[src/rtl/mem_access_ctrl_pkg.sv]
// Shared definitions for the memory access controller: opcodes, FSM
// encoding, timeout default and the access-legality / RAM-opcode helpers.
package mem_access_ctrl_pkg;

  localparam int TIMEOUT_CYC_DEF = 16;

  localparam logic [5:0] OP_LB  = 6'b100000;
  localparam logic [5:0] OP_LBU = 6'b100100;
  localparam logic [5:0] OP_LH  = 6'b100001;
  localparam logic [5:0] OP_LHU = 6'b100101;
  localparam logic [5:0] OP_LW  = 6'b100011;
  localparam logic [5:0] OP_SB  = 6'b101000;
  localparam logic [5:0] OP_SH  = 6'b101001;
  localparam logic [5:0] OP_SW  = 6'b101011;

  typedef enum logic [2:0] {
    ST_IDLE  = 3'd0,
    ST_ISSUE = 3'd1,
    ST_WAIT  = 3'd2,
    ST_FIN   = 3'd3,
    ST_ERR   = 3'd4
  } state_t;

  // True when the opcode matches the direction, the address is naturally
  // aligned for the access size and lies inside the 512-byte RAM window.
  function automatic logic access_ok(input logic rw, input logic [5:0] op,
                                     input logic [31:0] addr);
    logic op_ok;
    logic align_ok;
    op_ok    = 1'b0;
    align_ok = 1'b0;
    if (rw) begin
      case (op)
        OP_LB, OP_LBU: begin op_ok = 1'b1; align_ok = 1'b1;             end
        OP_LH, OP_LHU: begin op_ok = 1'b1; align_ok = ~addr[0];          end
        OP_LW:         begin op_ok = 1'b1; align_ok = (addr[1:0] == 2'b00); end
        default:       begin op_ok = 1'b0; align_ok = 1'b0;             end
      endcase
    end else begin
      case (op)
        OP_SB:   begin op_ok = 1'b1; align_ok = 1'b1;             end
        OP_SH:   begin op_ok = 1'b1; align_ok = ~addr[0];          end
        OP_SW:   begin op_ok = 1'b1; align_ok = (addr[1:0] == 2'b00); end
        default: begin op_ok = 1'b0; align_ok = 1'b0;             end
      endcase
    end
    return op_ok && align_ok && (addr[31:9] == 23'd0);
  endfunction

  // The RAM only knows signed load codes; unsigned variants are folded onto
  // them and the extension happens on our side.
  function automatic logic [5:0] ram_op_map(input logic [5:0] op);
    case (op)
      OP_LBU:  return OP_LB;
      OP_LHU:  return OP_LH;
      default: return op;
    endcase
  endfunction

endpackage

[src/rtl/mem_access_ctrl_if.sv]
// Controller-to-RAM bus.
// Handshake: the controller raises MOV with RamRW/RamAddr/RamDataIn/RamOP
// stable and keeps them so until it samples MOC=1 on a rising edge; the RAM
// presents read data on RamDataOut in the same cycle it raises MOC.
interface mem_access_ctrl_if;
  logic        MOV;
  logic        RamRW;
  logic [31:0] RamAddr;
  logic [31:0] RamDataIn;
  logic [5:0]  RamOP;
  logic [31:0] RamDataOut;
  logic        MOC;

  modport master (output MOV, RamRW, RamAddr, RamDataIn, RamOP,
                  input  RamDataOut, MOC);
  modport slave  (input  MOV, RamRW, RamAddr, RamDataIn, RamOP,
                  output RamDataOut, MOC);
endinterface

[src/rtl/mem_load_extend.sv]
// Combinational load extension of right-justified RAM read data.
module mem_load_extend
  import mem_access_ctrl_pkg::*;
(
  input  logic [5:0]  OP,
  input  logic [31:0] DataIn,
  output logic [31:0] DataOut
);

  // Sign/zero extend according to the original (unmapped) load opcode.
  always_comb begin
    DataOut = DataIn;
    case (OP)
      OP_LB:   DataOut = {{24{DataIn[7]}}, DataIn[7:0]};
      OP_LBU:  DataOut = {24'd0, DataIn[7:0]};
      OP_LH:   DataOut = {{16{DataIn[15]}}, DataIn[15:0]};
      OP_LHU:  DataOut = {16'd0, DataIn[15:0]};
      default: DataOut = DataIn;
    endcase
  end

endmodule

[src/rtl/mem_access_ctrl.sv]
// Memory access controller: accepts one load/store request at a time,
// checks legality, runs the MOV/MOC handshake with a timeout and returns
// the extended load result.
module mem_access_ctrl
  import mem_access_ctrl_pkg::*;
#(
  parameter int TIMEOUT_CYC = TIMEOUT_CYC_DEF
) (
  input  logic               Clk,
  input  logic               Clr,
  input  logic               Req,
  input  logic               RW,
  input  logic [5:0]         OP,
  input  logic [31:0]        Addr,
  input  logic [31:0]        WData,
  mem_access_ctrl_if.master  ram,
  output logic [31:0]        RData,
  output logic               Done,
  output logic               Busy,
  output logic               AddrErr,
  output logic               Timeout,
  output state_t             state_dbg
);

  localparam int CNT_W = $clog2(TIMEOUT_CYC + 1);

  state_t             state, next_state;
  logic               rw_q;
  logic [5:0]         op_q;
  logic [31:0]        addr_q, wdata_q, rdata_q, ext_data;
  logic [CNT_W-1:0]   wait_cnt;
  logic               addr_err_q, timeout_q;
  logic               mov, accept, req_ok, wait_expired;

  assign accept       = (state == ST_IDLE) && Req;
  assign req_ok       = access_ok(RW, OP, Addr);
  assign wait_expired = (state == ST_WAIT) && !ram.MOC &&
                        (wait_cnt == CNT_W'(TIMEOUT_CYC - 1));

  mem_load_extend u_ext (
    .OP      (op_q),
    .DataIn  (ram.RamDataOut),
    .DataOut (ext_data)
  );

  // State register; Clr aborts any access at once.
  always_ff @(posedge Clk or posedge Clr) begin
    if (Clr) state <= ST_IDLE;
    else     state <= next_state;
  end

  // Next state plus MOV/Done decode.
  always_comb begin
    next_state = state;
    mov        = 1'b0;
    Done       = 1'b0;
    case (state)
      ST_IDLE:  if (Req) next_state = req_ok ? ST_ISSUE : ST_ERR;
      ST_ISSUE: begin
        mov        = 1'b1;
        next_state = ST_WAIT;
      end
      ST_WAIT: begin
        mov = 1'b1;
        if (ram.MOC)          next_state = ST_FIN;
        else if (wait_expired) next_state = ST_ERR;
      end
      ST_FIN, ST_ERR: begin
        Done       = 1'b1;
        next_state = ST_IDLE;
      end
      default: next_state = ST_IDLE;
    endcase
  end

  // Request capture; these registers drive the RAM bus for the whole access.
  always_ff @(posedge Clk or posedge Clr) begin
    if (Clr) begin
      rw_q    <= 1'b1;
      op_q    <= 6'd0;
      addr_q  <= 32'd0;
      wdata_q <= 32'd0;
    end else if (accept) begin
      rw_q    <= RW;
      op_q    <= OP;
      addr_q  <= Addr;
      wdata_q <= WData;
    end
  end

  // Counts WAIT cycles that passed without MOC.
  always_ff @(posedge Clk or posedge Clr) begin
    if (Clr)                     wait_cnt <= '0;
    else if (state != ST_WAIT)   wait_cnt <= '0;
    else if (!ram.MOC)           wait_cnt <= wait_cnt + 1'b1;
  end

  // Error flags: cleared on acceptance, held until the next accepted Req.
  always_ff @(posedge Clk or posedge Clr) begin
    if (Clr) begin
      addr_err_q <= 1'b0;
      timeout_q  <= 1'b0;
    end else if (accept) begin
      addr_err_q <= !req_ok;
      timeout_q  <= 1'b0;
    end else if (wait_expired) begin
      timeout_q  <= 1'b1;
    end
  end

  // Load result captured on the completing edge of a read.
  always_ff @(posedge Clk or posedge Clr) begin
    if (Clr)                                       rdata_q <= 32'd0;
    else if ((state == ST_WAIT) && ram.MOC && rw_q) rdata_q <= ext_data;
  end

  assign ram.MOV       = mov;
  assign ram.RamRW     = rw_q;
  assign ram.RamAddr   = addr_q;
  assign ram.RamDataIn = wdata_q;
  assign ram.RamOP     = ram_op_map(op_q);
  assign RData         = rdata_q;
  assign Busy          = (state != ST_IDLE);
  assign AddrErr       = addr_err_q;
  assign Timeout       = timeout_q;
  assign state_dbg     = state;

endmodule

[src/flat_wrapper.sv]
// flat-port wrapper written by rule: the top's interface ports become plain ports
module mem_access_ctrl_flat import mem_access_ctrl_pkg::*;
#(
  parameter int TIMEOUT_CYC = TIMEOUT_CYC_DEF
)
  (Clk, Clr, Req, RW, OP, Addr, WData, RData, Done, Busy, AddrErr, Timeout, state_dbg, ram_MOV, ram_RamRW, ram_RamAddr, ram_RamDataIn, ram_RamOP, ram_RamDataOut, ram_MOC);
  mem_access_ctrl_if ram_i ();
  input  logic Clk;
  input  logic Clr;
  input  logic Req;
  input  logic RW;
  input  logic [5:0] OP;
  input  logic [31:0] Addr;
  input  logic [31:0] WData;
  output logic [31:0] RData;
  output logic Done;
  output logic Busy;
  output logic AddrErr;
  output logic Timeout;
  output state_t state_dbg;
  output wire logic [$bits(ram_i.MOV)-1:0] ram_MOV;
  output wire logic [$bits(ram_i.RamRW)-1:0] ram_RamRW;
  output wire logic [$bits(ram_i.RamAddr)-1:0] ram_RamAddr;
  output wire logic [$bits(ram_i.RamDataIn)-1:0] ram_RamDataIn;
  output wire logic [$bits(ram_i.RamOP)-1:0] ram_RamOP;
  input wire logic [$bits(ram_i.RamDataOut)-1:0] ram_RamDataOut;
  input wire logic [$bits(ram_i.MOC)-1:0] ram_MOC;
  assign ram_MOV = ram_i.MOV;
  assign ram_RamRW = ram_i.RamRW;
  assign ram_RamAddr = ram_i.RamAddr;
  assign ram_RamDataIn = ram_i.RamDataIn;
  assign ram_RamOP = ram_i.RamOP;
  assign ram_i.RamDataOut = ram_RamDataOut;
  assign ram_i.MOC = ram_MOC;
  mem_access_ctrl #(.TIMEOUT_CYC(TIMEOUT_CYC)) u_core (.Clk(Clk), .Clr(Clr), .Req(Req), .RW(RW), .OP(OP), .Addr(Addr), .WData(WData), .ram(ram_i), .RData(RData), .Done(Done), .Busy(Busy), .AddrErr(AddrErr), .Timeout(Timeout), .state_dbg(state_dbg));
endmodule
[config.mk]
export PLATFORM = sky130hd
export DESIGN_NAME = mem_access_ctrl_flat
export DESIGN_NICKNAME = d
export VERILOG_FILES = /design/src/rtl/mem_access_ctrl_pkg.sv /design/src/rtl/mem_access_ctrl_if.sv /design/src/rtl/mem_load_extend.sv /design/src/rtl/mem_access_ctrl.sv /design/src/flat_wrapper.sv
export SDC_FILE = /design/constraint.sdc
export NUM_CORES = 1
export LEC_CHECK = 0
export BUFFER_PORTS_ARGS = -buffer_cell sky130_fd_sc_hd__buf_2
export CORE_MARGIN = 8
export CORE_UTILIZATION = 50
export DETAILED_ROUTE_END_ITERATION = 8
export GPL_TIMING_DRIVEN = 0
export MAX_ROUTING_LAYER = met4
export PLACE_DENSITY = 0.82
export SYNTH_ARGS = -nofsm -noshare
export SYNTH_HDL_FRONTEND = slang
export SYNTH_SLANG_ARGS = --single-unit
[constraint.sdc]
create_clock -name Clk -period 6.7 [get_ports Clk]
set_clock_uncertainty 0.05 [all_clocks]
set_input_delay 1.34 -clock Clk [delete_from_list [all_inputs] [get_ports Clk]]
set_output_delay 1.34 -clock Clk [all_outputs]
set_load 0.01 [all_outputs]
==> metrics.md <==
| Metric | Value |
|---|---|
| CP arrival | `2.20 ns` |
| CP endpoint kind | `output port` |
| Die W | `112 microns` |
| Hold Slack | `roughly 0.45 ns` |
| Combinational share of power | `between 30% and 40%` |
| Worst hold path depth | `1` |
| Die area | `approximately 13000 sq um` |
| Max Slew Vio Count | `0` |
| CP Class | `reg -> out` |
| Design area | `6450 sq um` |
| Static Leak | `~0.0032 uW` |
| Ys Warns | `0` |
| Reg-to-reg slack, setup | `roughly 4.4 ns` |
| Core Rows | `35` |
| Layout cells sized above 1 | `around three fifths` |
| Synthesis-stage register bit count | `~110` |
| Pin count of the biggest net entering global routing | `74` |
| Total CTS buffers | `17` |
| Cell variety after synth | `34` |
| Post-synth design cell area | `4610 sq um` |
| Worst VDD drop | `0.285 mV` |
| Pint | `2140 uW` |
| Worst Path Required | `approximately 5.3 ns` |
| Max Clk Rate | `between 0.2 and 0.3 GHz` |
| Most common cell after layout, fill and taps aside | `buf_2` |
| Pre-antenna DRT Iters | `4` |
| Total GRT Usage | `around a fifth` |
| Slew @ Worst Pin | `0.630 ns` |
| Post-synth EDFFs | `0` |
| WL final | `12700 microns` |
| DRC Markers | `0` |
| Reg-to-Reg End | `u_core.ram.RamAddr[20]` |
| Worst-case reg-to-reg path depth | `6` |
| CTS resizes | `0` |
| Total Power | `3200 uW` |
| Max Cap Violations | `0` |
| Pre-CTS WS | `between 3 and 4 ns` |
| Commonest cells after routing, fill and taps aside | `buf_2, dfrtp_1, mux2_2` |
| CTS root buf | `clkbuf_8` |
| Boundary Pins | `approximately 220` |
| Post-CTS setup buffers | `0` |
| Fin crit share | `between 50% and 60%` |
| Final antenna-violating net count | `0` |
| CP startpoint kind | `register` |
| Initial core utilization | `between 50 and 60%` |
| Switching part of the total | `about a third` |
| Setup violators final | `0` |
| Port buffer count | `216` |
| Antenna violations before repair | `0` |
| Max FO, Critical Path | `10` |
| CTS tree | `yes` |
| Synth Net Count | `approximately 460` |
| Worst reg2reg startpoint | `u_core.state_dbg[1]` |
| Psw | `1060 uW` |
| WL per Instance | `roughly 18 microns` |
| Hold_buf cts | `0` |
| Grt ovf | `0` |
| Clock Latency Late Sink | `approximately 0.49 ns` |
| RSZ-0062 raised after global routing | `no` |
| Initial DRC Count | `about 170` |
| PwrDens | `a little under 500 nW/um^2` |
| Fin Setup TNS | `0 ns` |
| Syn avg cell area | `~13 sq um` |
| H-tree depth | `4` |
| Clock period minus worst slack | `3.59 ns` |
| Drt via density | `~5.1` |
| Clk pwr share | `roughly 28%` |
| First-pass GRT wire length | `20300 microns` |
| Worst Hold Path EP | `u_core.ram.RamAddr[30]` |
| HP Class | `reg -> reg` |
| Routed vias | `approximately 3600` |
| RePlAce Congestion | `a little under 0.8` |
| Sequential fraction of design power | `between 30% and 40%` |
| Status | `finished, final reports clean` |
| Hold_sp | `u_core.ram.RamAddr[30]` |
| Clock transition at path regs | `~0.05 ns` |
| # diodes | `0` |
| Fin nets | `between 600 and 700` |
| Die Y | `112 microns` |
| Synth Instances | `between 300 and 400` |
| Register area share after synthesis | `61.4%` |
| Slew HR | `between 50 and 60%` |
| CTS Sinks | `between 100 and 150` |
| HPWL after detailed placement | `between 9000 and 10000 microns` |
| Vias in the first global route | `around 4100` |
| Final hold viol count | `0` |
| Syn-to-layout area delta | `39.9%` |
| Area after DPL | `5860 sq um` |
| Min setup slack post-route | `between 3 and 4 ns` |
| Placeable Area | `slightly above 9000 sq um` |
| Max Buffers Root-to-Sink | `2` |
| Post-synth ARST share | `100%` |
| Dominant synthesized flop cell | `dfrtp_1` |
## metrics by stage
stage / std cells / utilization, %
2_1_floorplan: 353 / -
3_3_place_gp: 680 / 64.0
3_5_place_dp: 681 / 64.3
4_1_cts: 712 / 70.8
5_1_grt: 712 / 70.8
6_report: 712 / 70.8
## power groups by stage
stage	clock network, uW	logic [uW]	registers, uW
after detailed placement	0	1160	1180
after floorplan	0	511	1310
final	886	1150	1170
after CTS	905	1170	1170
after global placement	0	1130	1150
after global routing	930	1250	1210
## sequential cells by signal, indices dropped and copies added, names as in the netlist
signal and count:
u_core.ram.RamRW 1, u_core.state_dbg 3, u_core.ram.RamAddr 32, u_core.RData 32
u_core.AddrErr 1, u_core.Timeout 1, u_core.wait_cnt 5, u_core.ram.RamDataIn 32
u_core.op_q 6
## Yosys cell counts (3+ instances only)
library cell | instances | area share [%]
a21oi_1 | 19 | 2.1
nor4_1 | 6 | 0.81
buf_2 | 10 | 1.1
nand2_1 | 19 | 1.5
mux2_2 | 79 | 19
nand2b_1 | 3 | 0.41
dfrtp_1 | 112 | 61
a31oi_2 | 8 | 2.2
nor2_1 | 35 | 2.9
clkbuf_1 | 14 | 1.1
nor2b_1 | 4 | 0.54
o21ai_0 | 9 | 0.98
inv_1 | 4 | 0.33
mux2i_1 | 3 | 0.65
## routing by layer
layer,track usage [%],routed length (microns),vias up
met4,7.82,157,0
met5,-,0,-
met3,6.39,778,10
met1,21.9,4900,1766
li1,-,-,1704
met2,36.1,6850,131
## critical path, cell delays in order, from the launching register on
cell	delay (ns)
dfrtp_1	0.40
or4b_1	0.52
buf_2	0.19
clkbuf_1	0.24
and2_1	0.23
buf_2	0.14
## layout make-up
class	instances	area, sq um
Sequential cell	113	2830
Clock buffer	18	428
Buffer	26	121
Fill cell	657	2660
Clock inverter	13	163
Timing Repair Buffer	217	1110
Tap cell	111	139
Multi-Input combinational cell	210	1640
Inverter	4	17.5
## cells by family (layout without fill, tap and decap cells)
logic type / after synthesis / after routing / share of synthesized area, %
xor gates and xnor gates: 3 / 3 / 0.570
and+or+nand+nor: 80 / 80 / 8.15
DFF: 113 / 113 / 61.4
muxes: 82 / 82 / 20.0
AOI/OAI and AO/OA: 43 / 43 / 6.44
adders and majority gates: 2 / 2 / 0.543
buffers and inverters: 30 / 278 / 2.96
## how the worst max path moves through the flow
stage / startpoint / end / slack, ns
after global routing: u_core.op_q[1] / ram_RamOP[2] / 2.97
after detailed placement: u_core.op_q[3] / ram_RamOP[2] / 3.59
final: u_core.op_q[3] / ram_RamOP[2] / 3.11
after floorplan: Clr / u_core.AddrErr / 2.32
after CTS: u_core.op_q[3] / ram_RamOP[2] / 3.06
after global placement: Clr / u_core.ram.RamAddr[30] / 1.17
Power figures use the tool's default switching activity.
